## src/rtl/temp_alert_trigger.sv

```systemverilog
// temp_alert_trigger
// Watches a stream of signed temperature samples and issues a single-cycle
// control pulse to the LED flasher once CONFIRM consecutive samples are
// above threshold. After firing it waits for the flasher display period
// (SYS_FREQ*HOLDOFF cycles). It re-arms only when a sample falls to
// threshold-HYST or below.
//
// Handshake: temp_valid is a one-cycle strobe with no back-pressure. A sample
// is consumed on every rising edge where temp_valid is high. Samples arriving
// outside IDLE/REARM are ignored. control is a one-cycle pulse that is never
// acknowledged.
module temp_alert_trigger #(
  parameter int SYS_FREQ = 100000000,
  parameter int HOLDOFF  = 20,
  parameter int CONFIRM  = 4,
  parameter int TEMP_W   = 16,
  parameter int HYST     = 2
) (
  input  logic                           clk,
  input  logic                           reset,
  input  logic [TEMP_W-1:0]              temp_data,
  input  logic                           temp_valid,
  input  logic [TEMP_W-1:0]              threshold,
  output logic                           control,
  output logic                           alert_active,
  output logic [$clog2(CONFIRM+1)-1:0]   over_count
);

  localparam int          CNT_W      = $clog2(CONFIRM + 1);
  localparam logic [63:0] MAX_WIDE   = 64'(SYS_FREQ) * 64'(HOLDOFF);
  localparam logic [31:0] MAX        = MAX_WIDE[31:0];
  localparam logic [31:0] TIMER_LAST = MAX - 32'd1;
  localparam logic [CNT_W-1:0] CNT_LAST = CNT_W'(CONFIRM - 1);
  localparam logic signed [TEMP_W:0] HYST_X = (TEMP_W + 1)'(HYST);

  typedef enum logic [1:0] {
    S_IDLE    = 2'd0,
    S_FIRE    = 2'd1,
    S_HOLDOFF = 2'd2,
    S_REARM   = 2'd3
  } state_t;

  state_t              state_q, state_d;
  logic [CNT_W-1:0]    cnt_q, cnt_d;
  logic [31:0]         timer_q, timer_d;

  // One extra bit so threshold-HYST cannot wrap at the bottom of the range.
  logic signed [TEMP_W:0] temp_ext;
  logic signed [TEMP_W:0] thr_ext;
  logic signed [TEMP_W:0] clear_lvl;
  logic                   is_over;
  logic                   is_clear;

  assign temp_ext  = {temp_data[TEMP_W-1], temp_data};
  assign thr_ext   = {threshold[TEMP_W-1], threshold};
  assign clear_lvl = thr_ext - HYST_X;
  assign is_over   = temp_ext > thr_ext;
  assign is_clear  = temp_ext <= clear_lvl;

  // State, run counter and holdoff timer registers; reset wins over everything.
  always_ff @(posedge clk) begin
    if (reset) begin
      state_q <= S_IDLE;
      cnt_q   <= '0;
      timer_q <= '0;
    end else begin
      state_q <= state_d;
      cnt_q   <= cnt_d;
      timer_q <= timer_d;
    end
  end

  // Next-state logic: count the over-threshold run, fire, hold off, wait for clear.
  always_comb begin
    state_d = state_q;
    cnt_d   = cnt_q;
    timer_d = timer_q;
    case (state_q)
      S_IDLE: begin
        if (temp_valid) begin
          if (is_over) begin
            if (cnt_q == CNT_LAST) begin
              state_d = S_FIRE;
              cnt_d   = '0;
            end else begin
              cnt_d = cnt_q + CNT_W'(1);
            end
          end else begin
            cnt_d = '0;
          end
        end
      end
      S_FIRE: begin
        cnt_d   = '0;
        timer_d = '0;
        state_d = S_HOLDOFF;
      end
      S_HOLDOFF: begin
        cnt_d = '0;
        if (timer_q == TIMER_LAST) begin
          timer_d = '0;
          state_d = S_REARM;
        end else begin
          timer_d = timer_q + 32'd1;
        end
      end
      S_REARM: begin
        cnt_d = '0;
        if (temp_valid && is_clear) begin
          state_d = S_IDLE;
        end
      end
      default: begin
        state_d = S_IDLE;
        cnt_d   = '0;
        timer_d = '0;
      end
    endcase
  end

  // Outputs decode directly from the registered state.
  always_comb begin
    control      = (state_q == S_FIRE);
    alert_active = (state_q != S_IDLE);
    over_count   = cnt_q;
  end

endmodule
```

## config.mk

```make
export PLATFORM = sky130hd
export DESIGN_NAME = temp_alert_trigger
export DESIGN_NICKNAME = d
export VERILOG_FILES = /design/src/rtl/temp_alert_trigger.sv
export SDC_FILE = /design/constraint.sdc
export NUM_CORES = 1
export LEC_CHECK = 0
export CORE_UTILIZATION = 40
export CTS_CLUSTER_SIZE = 8
export DETAILED_ROUTE_END_ITERATION = 7
export PLACE_DENSITY_LB_ADDON = 0.1
export SLEW_MARGIN = 30
export SYNTH_ARGS = -nofsm -noshare
export SYNTH_HDL_FRONTEND = slang
export SYNTH_SLANG_ARGS = --single-unit
```

## constraint.sdc

```tcl
create_clock -name clk -period 8.9 [get_ports clk]
set_clock_uncertainty 0.1 [all_clocks]
set_input_delay 0.89 -clock clk [delete_from_list [all_inputs] [get_ports clk]]
set_output_delay 0.89 -clock clk [all_outputs]
set_load 0.05 [all_outputs]
```

# After elaboration in Yosys (flattened, before gate mapping)
# Cells that the tools add are included.
# Widths: inputs -> output; s select.
# classes
addsub,3
n_mul,0
div_mod_pow,0
magnitude_cmp,2
n_eq_ne,10
shifts,0
muxes,12
bitwise_logic,0
n_reduce_logical,6
# ops
op,count
$pmux 32 s2,1
$add 32x1->32 const B,1
$eq 32x31->1 const B,1
$mux 32,1
$le 16x17->1,1
$sub 16x3->17 const B,1
$gt 16x16->1,1
$mux 2,5
$ne 2x2->1 const B,5
$mux 3,3
$pmux 2 s4,1
$pmux 3 s2,1
$reduce_and 5->1,1
$eq 2x2->1 const B,2
$reduce_bool 2->1,2
$add 3x1->3 const B,1
$eq 3x2->1 const B,1
$reduce_or 3->1,1
$eq 2x1->1 const B,1
$logic_not 2->1,1
$logic_and 1x1->1,1
# totals
ff_bits,37
latch_bits,0
ram_bits,0
rom_bits,0
input_bits,35
out_inout_bits,5
wordCells,36
n_memories,0

# Longest topological paths before layout
# Gate-level depths: netlist of the first run.
# logic_depth
depth_word,5
depth_mapped,15
mapped_depth_nobuf,15

# Worst setup path after synthesis of the first run
# Ideal clock, no wire load.
# synth_timing
path_kind,input port to flip-flop
from,input port threshold[1]
to,register state_q[0]
setup_ns,0.086
arrival_ns,3.664
t_required_ns,8.714
setup_slack_ns,5.050
cell_stages,15
path_buffers,0
path_cell_list,inv_1 -> ha_1 -> nor2b_1 -> nand2_1 -> nor4_1 -> nand3_1 -> xnor2_1 -> ha_1 -> a211o_1 -> o311a_1 -> o21ai_0 -> a31oi_1 -> a21oi_1 -> nand3_1 -> a221oi_2
# synth_between
elab_chain_len,5
word_cells_on_any_way,7
classes_between,add/sub (1); order compare (2); eq/ne (2); reduce/logical (2)
# synth_lines
element,line,text
start: declaration,23,"input logic [TEMP_W-1:0] threshold,"
$sub 16x3->17,56,assign clear_lvl = thr_ext - HYST_X;
$le 16x17->1,58,assign is_clear = temp_ext <= clear_lvl;
$logic_and 1x1->1,109,if (temp_valid && is_clear) begin
$ne 2x2->1 (no line),--,
$reduce_and 5->1 (no line) (*),--,
end signal: assignment,67,state_q <= state_d;
end: declaration,43,"state_t state_q, state_d;"
# Mark *: on every way between the ends. The rest lies on a longest branch, timed or not.
# A chain may end at the register's enable or synchronous reset.

# Worst setup path in the final report of the first run
# layout_timing
from,input port threshold[4]
to,register state_q[0]
# The elaborated chain is that of the path after synthesis.

==> results of run 1 <==
-- cells in the final DEF (no fill, tap or decap), types with 2 or more instances in the layout --
cell type,n
a21oi_1,15
a31oi_1,2
a41oi_1,2
and2_1,3
and3_1,12
and4_1,4
and4b_1,3
clkbuf_8,5
clkdlybuf4s50_1,39
dfxtp_1,37
ha_1,39
inv_1,24
nand2_1,27
nand2b_1,2
nand3_1,12
nand4_1,13
nand4_2,2
nor2_1,45
nor2b_1,3
nor3_1,10
nor4_1,2
nor4b_1,2
nor4bb_1,2
o21ai_0,6
o32ai_1,2
xnor2_1,24
xor2_1,18
-- cells by family (layout without fill, tap and decap cells) --
family,Yosys count,count (layout)
AO/OA/AOI/OAI,42,42
XOR/XNOR,42,42
adder cells (fa/ha/maj),39,39
buffers and inverters,29,69
flip-flops,37,37
multiplexers,1,1
AND/OR/NAND/NOR,148,148
-- metrics by stage --
step | std cells | setup WS, ns | hold slack, ns
floorplan | 338 | 5.05 | 0.371
CTS | 474 | 4.37 | 0.405
global route | 474 | 3.97 | 0.418
finish | 474 | 4.38 | 0.411
detailed placement | 468 | 4.09 | 0.392
global placement | 468 | 4.26 | 0.384
-- routing by layer --
layer	GRT usage, %	share of wire [%]
met5	0	0
met1	24.9	54
met2	26.9	43
met3	3.05	3.0
met4	2.27	0.32
-- report_power, final --
part | switching [mW] | total, mW | internal (mW)
Combinational | 0.0566 | 0.102 | 0.0450
Sequential | 0.00233 | 0.170 | 0.168
Clock | 0.0543 | 0.106 | 0.0515
Total | 0.113 | 0.378 | 0.265
-- path summary, 6_finish.rpt --
path	cells after the start	startpoint	to	slack, ns
worst min register to register	2	timer_q[9]$_SDFFE_PP0P_	timer_q[9]$_SDFFE_PP0P_	0.41
worst max register to register	8	state_q[0]$_SDFFE_PP0P_	timer_q[31]$_SDFFE_PP0P_	6.48
worst min-delay path	2	timer_q[9]$_SDFFE_PP0P_	timer_q[9]$_SDFFE_PP0P_	0.41
worst max-delay path	14	threshold[4]	state_q[0]$_SDFFE_PP0P_	4.38
-- worst register-to-register path, stage by stage (launching register included) --
cell and delay [ns]:
dfxtp_1 0.36, inv_1 0.09, ha_1 0.47, nand4_1 0.21, or3_1 0.54, nor2_2 0.18, and3_1 0.19, xnor2_1 0.11
nor2_1 0.05
-- layout make-up --
cell class / instances / area (µm²) / area share [%]
Inverter: 24 / 90.1 / 2.65
Clock inverter: 1 / 5.00 / 0.147
Multi-Input combinational cell: 272 / 1980 / 58.3
Clock buffer: 5 / 68.8 / 2.03
Tap cell: 96 / 120 / 3.54
Sequential cell: 37 / 741 / 21.8
Timing Repair Buffer: 39 / 390 / 11.5
-- sequential cells by signal (all words and copies together) (netlist names) --
name	count
timer_q	32
state_q	2
over_count	3
==> metrics.md, run 1 <==
| Metric | Value |
|---|---|
| Clk buf depth | `2` |
| Global route overflow | `0` |
| Cell Area, Synth | `between 2000 and 3000 µm²` |
| Antenna Cells | `0` |
| Die width | `between 80 and 90 µm` |
| # nets final | `about 450` |
| Initial Util | `41.8%` |
| Clk root buf | `clkbuf_8` |
| Via Count | `2428` |
| Unrepaired setup endpoints after global routing | `false` |
| Post-Syn Nets | `412` |
| Final min period | `roughly 4.5 ns` |
| Number of H-tree levels | `2` |
| Tightest Hold Check Type | `reg -> reg` |
| Status | `finished, final reports clean` |
| Slew headroom | `a little under three fifths` |
| Endpoints failing setup | `0` |
| Via density | `around 5` |
| Crit path kind | `in -> reg` |
| EDFF count, synth | `0` |
| Cells after Synth | `roughly 340` |
| WL final | `a little over 6000 µm` |
| CP bufs+invs | `1` |
| Pleak | `~1.4 nW` |
| Die height | `roughly 86 µm` |
| Max Clk Rate | `between 0.2 and 0.25 GHz` |
| Synth-to-layout area growth | `19.0%` |
| Compound-gate portion of the synthesized area | `a little over a tenth` |
| Synth Area in Adders | `~17%` |
| Seq/Total Area, Yosys | `between 20 and 30%` |
| Type of origin of the critical path | `input port` |
| Setup TNS | `0 ns` |
| Total CTS buffers | `5` |
| Fraction of layout cells with a size suffix above 1 | `between 4 and 5%` |
| Final worst path period share | `50.8%` |
| Final-report max-slew violation count | `0` |
| Top post-synthesis cells by count | `45 x nor2_1, 39 x ha_1, 37 x dfxtp_1` |
| HPWL Detailed | `4860 µm` |
| CP cell instances | `clkdlybuf4s50_1 -> nor4_1 -> nand2_1 -> nor4_1 -> nand3_1 -> xnor2_1 -> ha_1 -> a211o_1 -> o311a_1 -> o21ai_0 -> a31oi_1 -> a21oi_1 -> nand3_1 -> a221oi_2` |
| CP endpoint kind | `flip-flop` |
| Antenna Violating Nets Remaining | `0` |
| Synth area leader | `dfxtp_1` |
| Largest cells by area after synthesis | `dfxtp_1 26%, ha_1 17%, xnor2_1 7.4%` |
| Post-route cell area | `3390 µm²` |
| Max stage delay cell, worst path | `nor4_1` |
| DR WL/cell | `around 13 µm` |
| Data required, critical path | `8.99 ns` |
| Vias in the first global route | `between 2000 and 2500` |
| Post-CTS Hold Fix Bufs | `0` |
| Synth cell types | `50` |
| Slew @ Worst Pin | `about 0.64 ns` |
| Final Core Density | `49.7%` |
| Std-Cell Rows | `30` |
| Port Buffers | `39` |
| Main combinational cell family by area after synthesis | `simple AND/OR/NAND/NOR gates` |
| Sinks on Clock Net | `37` |
| Simple-Gate Fraction of Synth Area | `28.1%` |
| Seq cells post-synth | `37` |
| I/O pins | `40` |
| Top_reg_cell synth | `dfxtp_1` |
| Maxcap violations | `0` |
| Post-synth ARST share | `0%` |
| Crit path DAT | `between 4 and 5 ns` |
| CTS tree | `yes` |
| Post-CTS sizing | `0` |
| Global-route wire length before repair | `between 10000 and 15000 µm` |
| Area of placed instances | `3320 µm²` |
| Post-synthesis xor/xnor area fraction | `12.9%` |
| DR pass1 iterations | `4` |
| Most common cell in the netlist | `nor2_1` |
| CTS clk-pin slew, worst paths | `0.07 ns` |
| Mean area per synthesized cell | `8.44 µm²` |
| Mux cell area share after synthesis | `less than 1%` |
| Power Dens Cells | `about 110 nW/µm²` |
| Pin count of the biggest net entering global routing | `32` |
| Post-route DRC | `0` |
| DR iter-0 viols | `between 90 and 100` |
| Die ar. | `about 7500 µm²` |
| CP max FO | `4` |
| CP delay by family, top | `simple AND/OR/NAND/NOR gates` |
| Clock Latency Late Sink | `0.28 ns` |
| Filler cells | `about 700` |
| Worst ir drop on vdd | `~0.066 mV` |
| Max stage delay on crit path | `0.51 ns` |
| Core area | `around 6800 µm²` |
| Pwr Total | `0.378 mW` |
| Yosys top cell area share | `between 20% and 30%` |
| Antenna violations before repair | `0` |
| Synth warn | `0` |
| Overall routing resource usage | `17.1%` |
| Routability Congestion | `between 0.8 and 0.9` |
| Final Hold Fails | `0` |
| Post-CTS setup buffer count | `0` |
Power figures use the tool's default switching activity.
==> run 2, diff against run 1 <==
==> constraint.sdc (replaced) <==
create_clock -name clk -period 3.75 [get_ports clk]
set_clock_uncertainty 0.1 [all_clocks]
set_input_delay 0.375 -clock clk [delete_from_list [all_inputs] [get_ports clk]]
set_output_delay 0.375 -clock clk [all_outputs]
set_load 0.05 [all_outputs]
==> run 2 against run 1 <==
Worst setup slack got worse by 4.0 ns; cell count rose by 2.3%; final area rose by 2.9%; first-iteration DRC count shrank 4.3%; register-to-register slack got worse by 5.2 ns; wire length shrank 0.76%; clock power increased to 2.7 times the previous value; non-clock buffer count up 10; utilization is 1.4 points higher; sequential share of layout area decreased by 0.61 points; total power grew 150%; critical endpoint is now state_q[1]$_SDFFE_PP0P_; largest power group unchanged; global-route usage rose by 0.40 points.
==> metrics.md, run 2 (same netlist as run 1, synthesis figures left out) <==
| Metric | Value |
|---|---|
| Post-CTS setup buffer count | `0 (unchanged)` |
| Clk buf depth | `2 (unchanged)` |
| Filler cells | `702 (+0.43%)` |
| CP cell instances | `clkdlybuf4s50_1 -> inv_1 -> ha_1 -> nor2b_1 -> nand2_1 -> nor4_2 -> buf_4 -> nand3_1 -> xnor2_1 -> ha_1 -> a211o_1 -> o311a_1 -> o21ai_0 -> a31oi_1 -> a21oi_2 -> buf_4 -> nand4_1 -> a21oi_1` |
| Die height | `86.5 µm (unchanged)` |
| DR iter-0 viols | `89 (-4.3%)` |
| Core area | `6830 µm² (unchanged)` |
| Sinks on Clock Net | `37 (unchanged)` |
| Hold Startpoint | `over_count[2]$_SDFFE_PP0P_` |
| Slew headroom | `62.6% (+5.9 points)` |
| Post-route DRC | `0 (unchanged)` |
| Endpoints failing setup | `0 (unchanged)` |
| # nets final | `463 (+2.2%)` |
| CP endpoint kind | `flip-flop` |
| Inst Count DP | `478 (+2.1%)` |
| Std-Cell Rows | `30 (unchanged)` |
| Place WS | `-0.0661 ns (-4.16 ns)` |
| Die width | `86.5 µm (unchanged)` |
| HPWL Detailed | `4950 µm (+1.8%)` |
| Antenna Cells | `0 (unchanged)` |
| Initial Util | `41.8% (unchanged)` |
| CP delay by family, top | `compound AO/OA/AOI/OAI gates` |
| Via Count | `2473 (+1.9%)` |
| Max Clk Rate | `roughly 0.3 GHz` |
| Top reg by flops | `timer_q` |
| Worst ir drop on vdd | `0.173 mV (+160%)` |
| Number of H-tree levels | `2 (unchanged)` |
| DR WL/cell | `12.6 µm (-3.0%)` |
| Routability Congestion | `0.806 (-4.5%)` |
| CTS tree | `yes` |
| Synth-to-layout area growth | `22.4%` |
| Maxcap violations | `0 (unchanged)` |
| FF+latch area | `741 µm² (unchanged)` |
| Max FFs per register | `32 (unchanged)` |
| CP max FO | `3 (-1)` |
| Pwr Total | `0.932 mW (+150%)` |
| Slew @ Worst Pin | `0.561 ns (-0.0823 ns)` |
| Data required, critical path | `3.88 ns (-5.11 ns)` |
| Pin count of the biggest net entering global routing | `32 (unchanged)` |
| Multi-input gate area | `1990 µm² (+0.51%)` |
| Max stage delay on crit path | `0.44 ns (-0.07 ns)` |
| Most common cell after layout, fill and taps aside | `nor2_1` |
| Vias in the first global route | `2289 (-1.3%)` |
| Antenna Violating Nets Remaining | `0 (unchanged)` |
| Commonest non-fill, non-tap cells in the layout | `45 x nor2_1, 39 x ha_1, 39 x clkdlybuf4s50_1` |
| Final min period | `approximately 3.4 ns` |
| Port Buffers | `39 (unchanged)` |
| Tightest Hold Check Type | `reg -> reg` |
| Reg-to-reg startpoint | `state_q[1]$_SDFFE_PP0P_` |
| CTS clk-pin slew, worst paths | `0.07 ns (about the same)` |
| I/O pins | `40 (unchanged)` |
| Clk root buf | `clkbuf_8` |
| Slack of the critical path | `0.341 ns (-4.04 ns)` |
| Die ar. | `7470 µm² (unchanged)` |
| Overall routing resource usage | `17.5% (+0.40 points)` |
| Total CTS buffers | `5 (unchanged)` |
| Crit path kind | `in -> reg` |
| Post-CTS Hold Fix Bufs | `0 (unchanged)` |
| Antenna violations before repair | `0 (unchanged)` |
| Clock Latency Late Sink | `0.29 ns (about the same)` |
| Crit path DAT | `3.53 ns (-1.08 ns)` |
| Status | `finished, final reports clean` |
| DR pass1 iterations | `4 (unchanged)` |
| Global-route wire length before repair | `10500 µm (+1.1%)` |
| Global route overflow | `0 (unchanged)` |
| Unrepaired setup endpoints after global routing | `false` |
| Pleak | `1.42 nW (+4.1%)` |
| Type of origin of the critical path | `input port` |
| Final Hold Fails | `0 (unchanged)` |
| Final Instance Count excl. Fillers | `485 (+2.3%)` |
| CP bufs+invs | `4 (+3)` |
| Final worst path period share | `roughly nine tenths` |
| WL final | `6110 µm (-0.76%)` |
| Final-report max-slew violation count | `0 (unchanged)` |
| Max stage delay cell, worst path | `clkdlybuf4s50_1` |
| Via density | `5.10 (-0.46%)` |
| Fraction of layout cells with a size suffix above 1 | `7.20% (+3.0 points)` |
| Power Dens Cells | `267 nW/µm² (+140%)` |
| Start point of the critical path | `threshold[1]` |
==> run 2: final cells by class <==
| type | count | area share [%] |
|---|---|---|
| Multi-Input combinational cell | 272 | 57.0 |
| Inverter | 24 | 2.58 |
| Tap cell | 96 | 3.44 |
| Timing Repair Buffer | 49 | 13.3 |
| Clock buffer | 7 | 2.47 |
| Sequential cell | 37 | 21.2 |
==> run 2: through the flow <==
step	utilization [%]	TNS, ns	hold slack [ns]	instance area [µm²]
global route	51.1	0	0.431	3490
global placement	49.7	-0.0527	0.387	3400
CTS	51.0	0	0.408	3480
floorplan	-	0	0.341	2850
detailed placement	49.7	-0.112	0.395	3400
finish	51.1	0	0.404	3490
==> run 2: report_power, final <==
part / switching, mW / leakage (nW) / internal [mW]
Sequential: 0.00551 / 0.298 / 0.399
Combinational: 0.134 / 1.08 / 0.110
Clock: 0.138 / 0.0443 / 0.146
==> run 2: path summary, 6_finish.rpt <==
kind	to	slack, ns	cells past startpoint
max	state_q[1]$_SDFFE_PP0P_	0.34	18
min	over_count[2]$_SDFFE_PP0P_	0.40	1
max reg2reg	timer_q[31]$_SDFFE_PP0P_	1.30	8
min reg2reg	over_count[2]$_SDFFE_PP0P_	0.40	1
==> run 2: repair_timing <==
item                                    4_1_cts  5_1_grt
endpoints found under the setup margin        0        2
endpoints found under the hold margin         0        0
resized for setup                             0        2
==> run 2: worst register-to-register path, stage by stage, from the launching register on <==
cell     delay (ns)
dfxtp_1        0.39
inv_1          0.10
ha_1           0.46
nand4_1        0.20
or3_1          0.54
nor2_2         0.17
and3_1         0.19
xnor2_1        0.12
nor2_1         0.05
==> run 2: metal layers <==
| layer | up-vias | track usage (%) | share of wire, % |
|---|---|---|---|
| li1 | 1307 | - | - |
| met1 | 1127 | 25.7 | 53 |
| met2 | 31 | 26.6 | 42 |
| met3 | 8 | 3.33 | 4.1 |
| met4 | 0 | 3.18 | 0.70 |
| met5 | - | 0 | 0 |
==> run 3, diff against run 2 <==
==> constraint.sdc (replaced) <==
create_clock -name clk -period 4.4 [get_ports clk]
set_clock_uncertainty 0.1 [all_clocks]
set_input_delay 0.44 -clock clk [delete_from_list [all_inputs] [get_ports clk]]
set_output_delay 0.44 -clock clk [all_outputs]
set_load 0.05 [all_outputs]
==> run 3 against run 2 <==
Die area unchanged; via count down 1.5%; total power down 17%; critical path depth down 3; critical endpoint is now state_q[0]$_SDFFE_PP0P_.
==> metrics.md, run 3 (same netlist as run 1, synthesis figures left out) <==
| Metric | Value |
|---|---|
| Status | `finished, final reports clean` |
| Worst ir drop on vdd | `0.171 mV (-0.82%)` |
| Global-route wire length before repair | `10400 µm (-0.13%)` |
| Commonest non-fill, non-tap cells in the layout | `45 x nor2_1, 39 x ha_1, 39 x clkdlybuf4s50_1` |
| Port Buffers | `39 (unchanged)` |
| Type of origin of the critical path | `input port` |
| Post-route DRC | `0 (unchanged)` |
| Die ar. | `7470 µm² (unchanged)` |
| Final Hold Fails | `0 (unchanged)` |
| CP max FO | `4 (+1)` |
| Antenna Cells | `0 (unchanged)` |
| Number of H-tree levels | `2 (unchanged)` |
| Top reg by flops | `timer_q` |
| HPWL Detailed | `4830 µm (-2.4%)` |
| Total CTS buffers | `5 (unchanged)` |
| # nets final | `455 (-1.7%)` |
| Final min period | `about 3.9 ns` |
| Std-Cell Rows | `30 (unchanged)` |
| Antenna Violating Nets Remaining | `0 (unchanged)` |
| I/O pins | `40 (unchanged)` |
| Vias in the first global route | `2267 (-0.96%)` |
| Sinks on Clock Net | `37 (unchanged)` |
| Clk root buf | `clkbuf_8` |
| Data required, critical path | `4.50 ns (+0.62 ns)` |
| CTS clk-pin slew, worst paths | `0.07 ns (about the same)` |
| Tightest Hold Check Type | `reg -> reg` |
| DR WL/cell | `12.7 µm (+1.2%)` |
| Slew headroom | `60.2% (-2.4 points)` |
| DR iter-0 viols | `97 (+9.0%)` |
| Pleak | `1.38 nW (-3.2%)` |
| Power Dens Cells | `227 nW/µm² (-15%)` |
| Max FFs per register | `32 (unchanged)` |
| Via density | `5.09 (about the same)` |
| Via Count | `2435 (-1.5%)` |
| Post-route cell area | `3420 µm² (-2.2%)` |
| Unrepaired setup endpoints after global routing | `false` |
| Crit path DAT | `4.00 ns (+0.47 ns)` |
| Most common cell after layout, fill and taps aside | `nor2_1` |
| Setup TNS | `0 ns (unchanged)` |
| Final-report max-slew violation count | `0 (unchanged)` |
| Post-CTS Hold Fix Bufs | `0 (unchanged)` |
| Die width | `86.5 µm (unchanged)` |
| Antenna violations before repair | `0 (unchanged)` |
| Post-CTS setup buffer count | `0 (unchanged)` |
| Slew @ Worst Pin | `0.597 ns (+0.0360 ns)` |
| Initial Util | `41.8% (unchanged)` |
| Post-CTS sizing | `0 (unchanged)` |
| Overall routing resource usage | `17.3% (-0.21 points)` |
| DR pass1 iterations | `4 (unchanged)` |
| Fraction of layout cells with a size suffix above 1 | `4.45% (-2.7 points)` |
| CP endpoint kind | `flip-flop` |
| Max Clk Rate | `approximately 0.26 GHz` |
| WL final | `6090 µm (-0.25%)` |
| Routability Congestion | `0.817 (+1.3%)` |
| Synth-to-layout area growth | `19.7%` |
| Die height | `86.5 µm (unchanged)` |
| Final worst path period share | `between 80% and 90%` |
| Global route overflow | `0 (unchanged)` |
| Core area | `6830 µm² (unchanged)` |
| Maxcap violations | `0 (unchanged)` |
| Clock Latency Late Sink | `0.28 ns (about the same)` |
| Area of placed instances | `3340 µm² (-1.8%)` |
| CTS tree | `yes` |
| Endpoints failing setup | `0 (unchanged)` |
| Crit path kind | `in -> reg` |
| Clk buf depth | `2 (unchanged)` |
| Pin count of the biggest net entering global routing | `32 (unchanged)` |
run 3: through the flow:
step	cells	power (mW)	utilization [%]	setup slack, ns	hold WS (ns)
after floorplan	338	0.486	-	1.00	0.371
after global placement	470	0.557	48.8	0.328	0.384
after detailed placement	470	0.557	48.8	0.229	0.389
after CTS	478	0.786	50.0	0.507	0.403
after global routing	478	0.824	50.0	0.147	0.413
final	478	0.774	50.0	0.494	0.402
run 3: critical path, cell delays in order:
cell,delay (ns)
clkdlybuf4s50_1,0.47
nor4_1,0.50
nand2_1,0.15
nor4_1,0.26
buf_4,0.19
nand3_1,0.09
xnor2_1,0.14
ha_1,0.29
a211o_1,0.31
o311a_1,0.35
o21ai_0,0.08
a31oi_1,0.06
a21oi_1,0.31
nand3_1,0.15
a221oi_2,0.23
run 3: layer usage:
layer	share of wire, %	up-vias	wire length [µm]	global-route usage, %
li1	-	1284	-	-
met1	55	1120	3330	25.3
met2	42	29	2580	26.6
met3	2.8	2	168	3.62
met4	0.20	0	12	2.27
met5	0	-	0	0
run 3: worst paths after layout:
| path | from | to | slack [ns] | depth (start not counted) |
|---|---|---|---|---|
| worst min register to register | over_count[2]$_SDFFE_PP0P_ | over_count[2]$_SDFFE_PP0P_ | 0.40 | 1 |
| worst max-delay path | threshold[4] | state_q[0]$_SDFFE_PP0P_ | 0.49 | 15 |
| worst min-delay path | over_count[2]$_SDFFE_PP0P_ | over_count[2]$_SDFFE_PP0P_ | 0.40 | 1 |
| worst max register to register | timer_q[5]$_SDFFE_PP0P_ | timer_q[21]$_SDFFE_PP0P_ | 1.96 | 7 |
run 3: cell type report:
| cell class | instances | area, µm² |
|---|---|---|
| Clock buffer | 8 | 80.1 |
| Fill cell | 675 | 3420 |
| Inverter | 24 | 90.1 |
| Multi-Input combinational cell | 272 | 1980 |
| Sequential cell | 37 | 741 |
| Tap cell | 96 | 120 |
| Timing Repair Buffer | 41 | 405 |
run 3: power by group:
| part | switching, mW | total, mW | internal (mW) |
|---|---|---|---|
| sequential | 0.00474 | 0.345 | 0.340 |
| combinational | 0.114 | 0.205 | 0.0913 |
| clock | 0.112 | 0.225 | 0.113 |
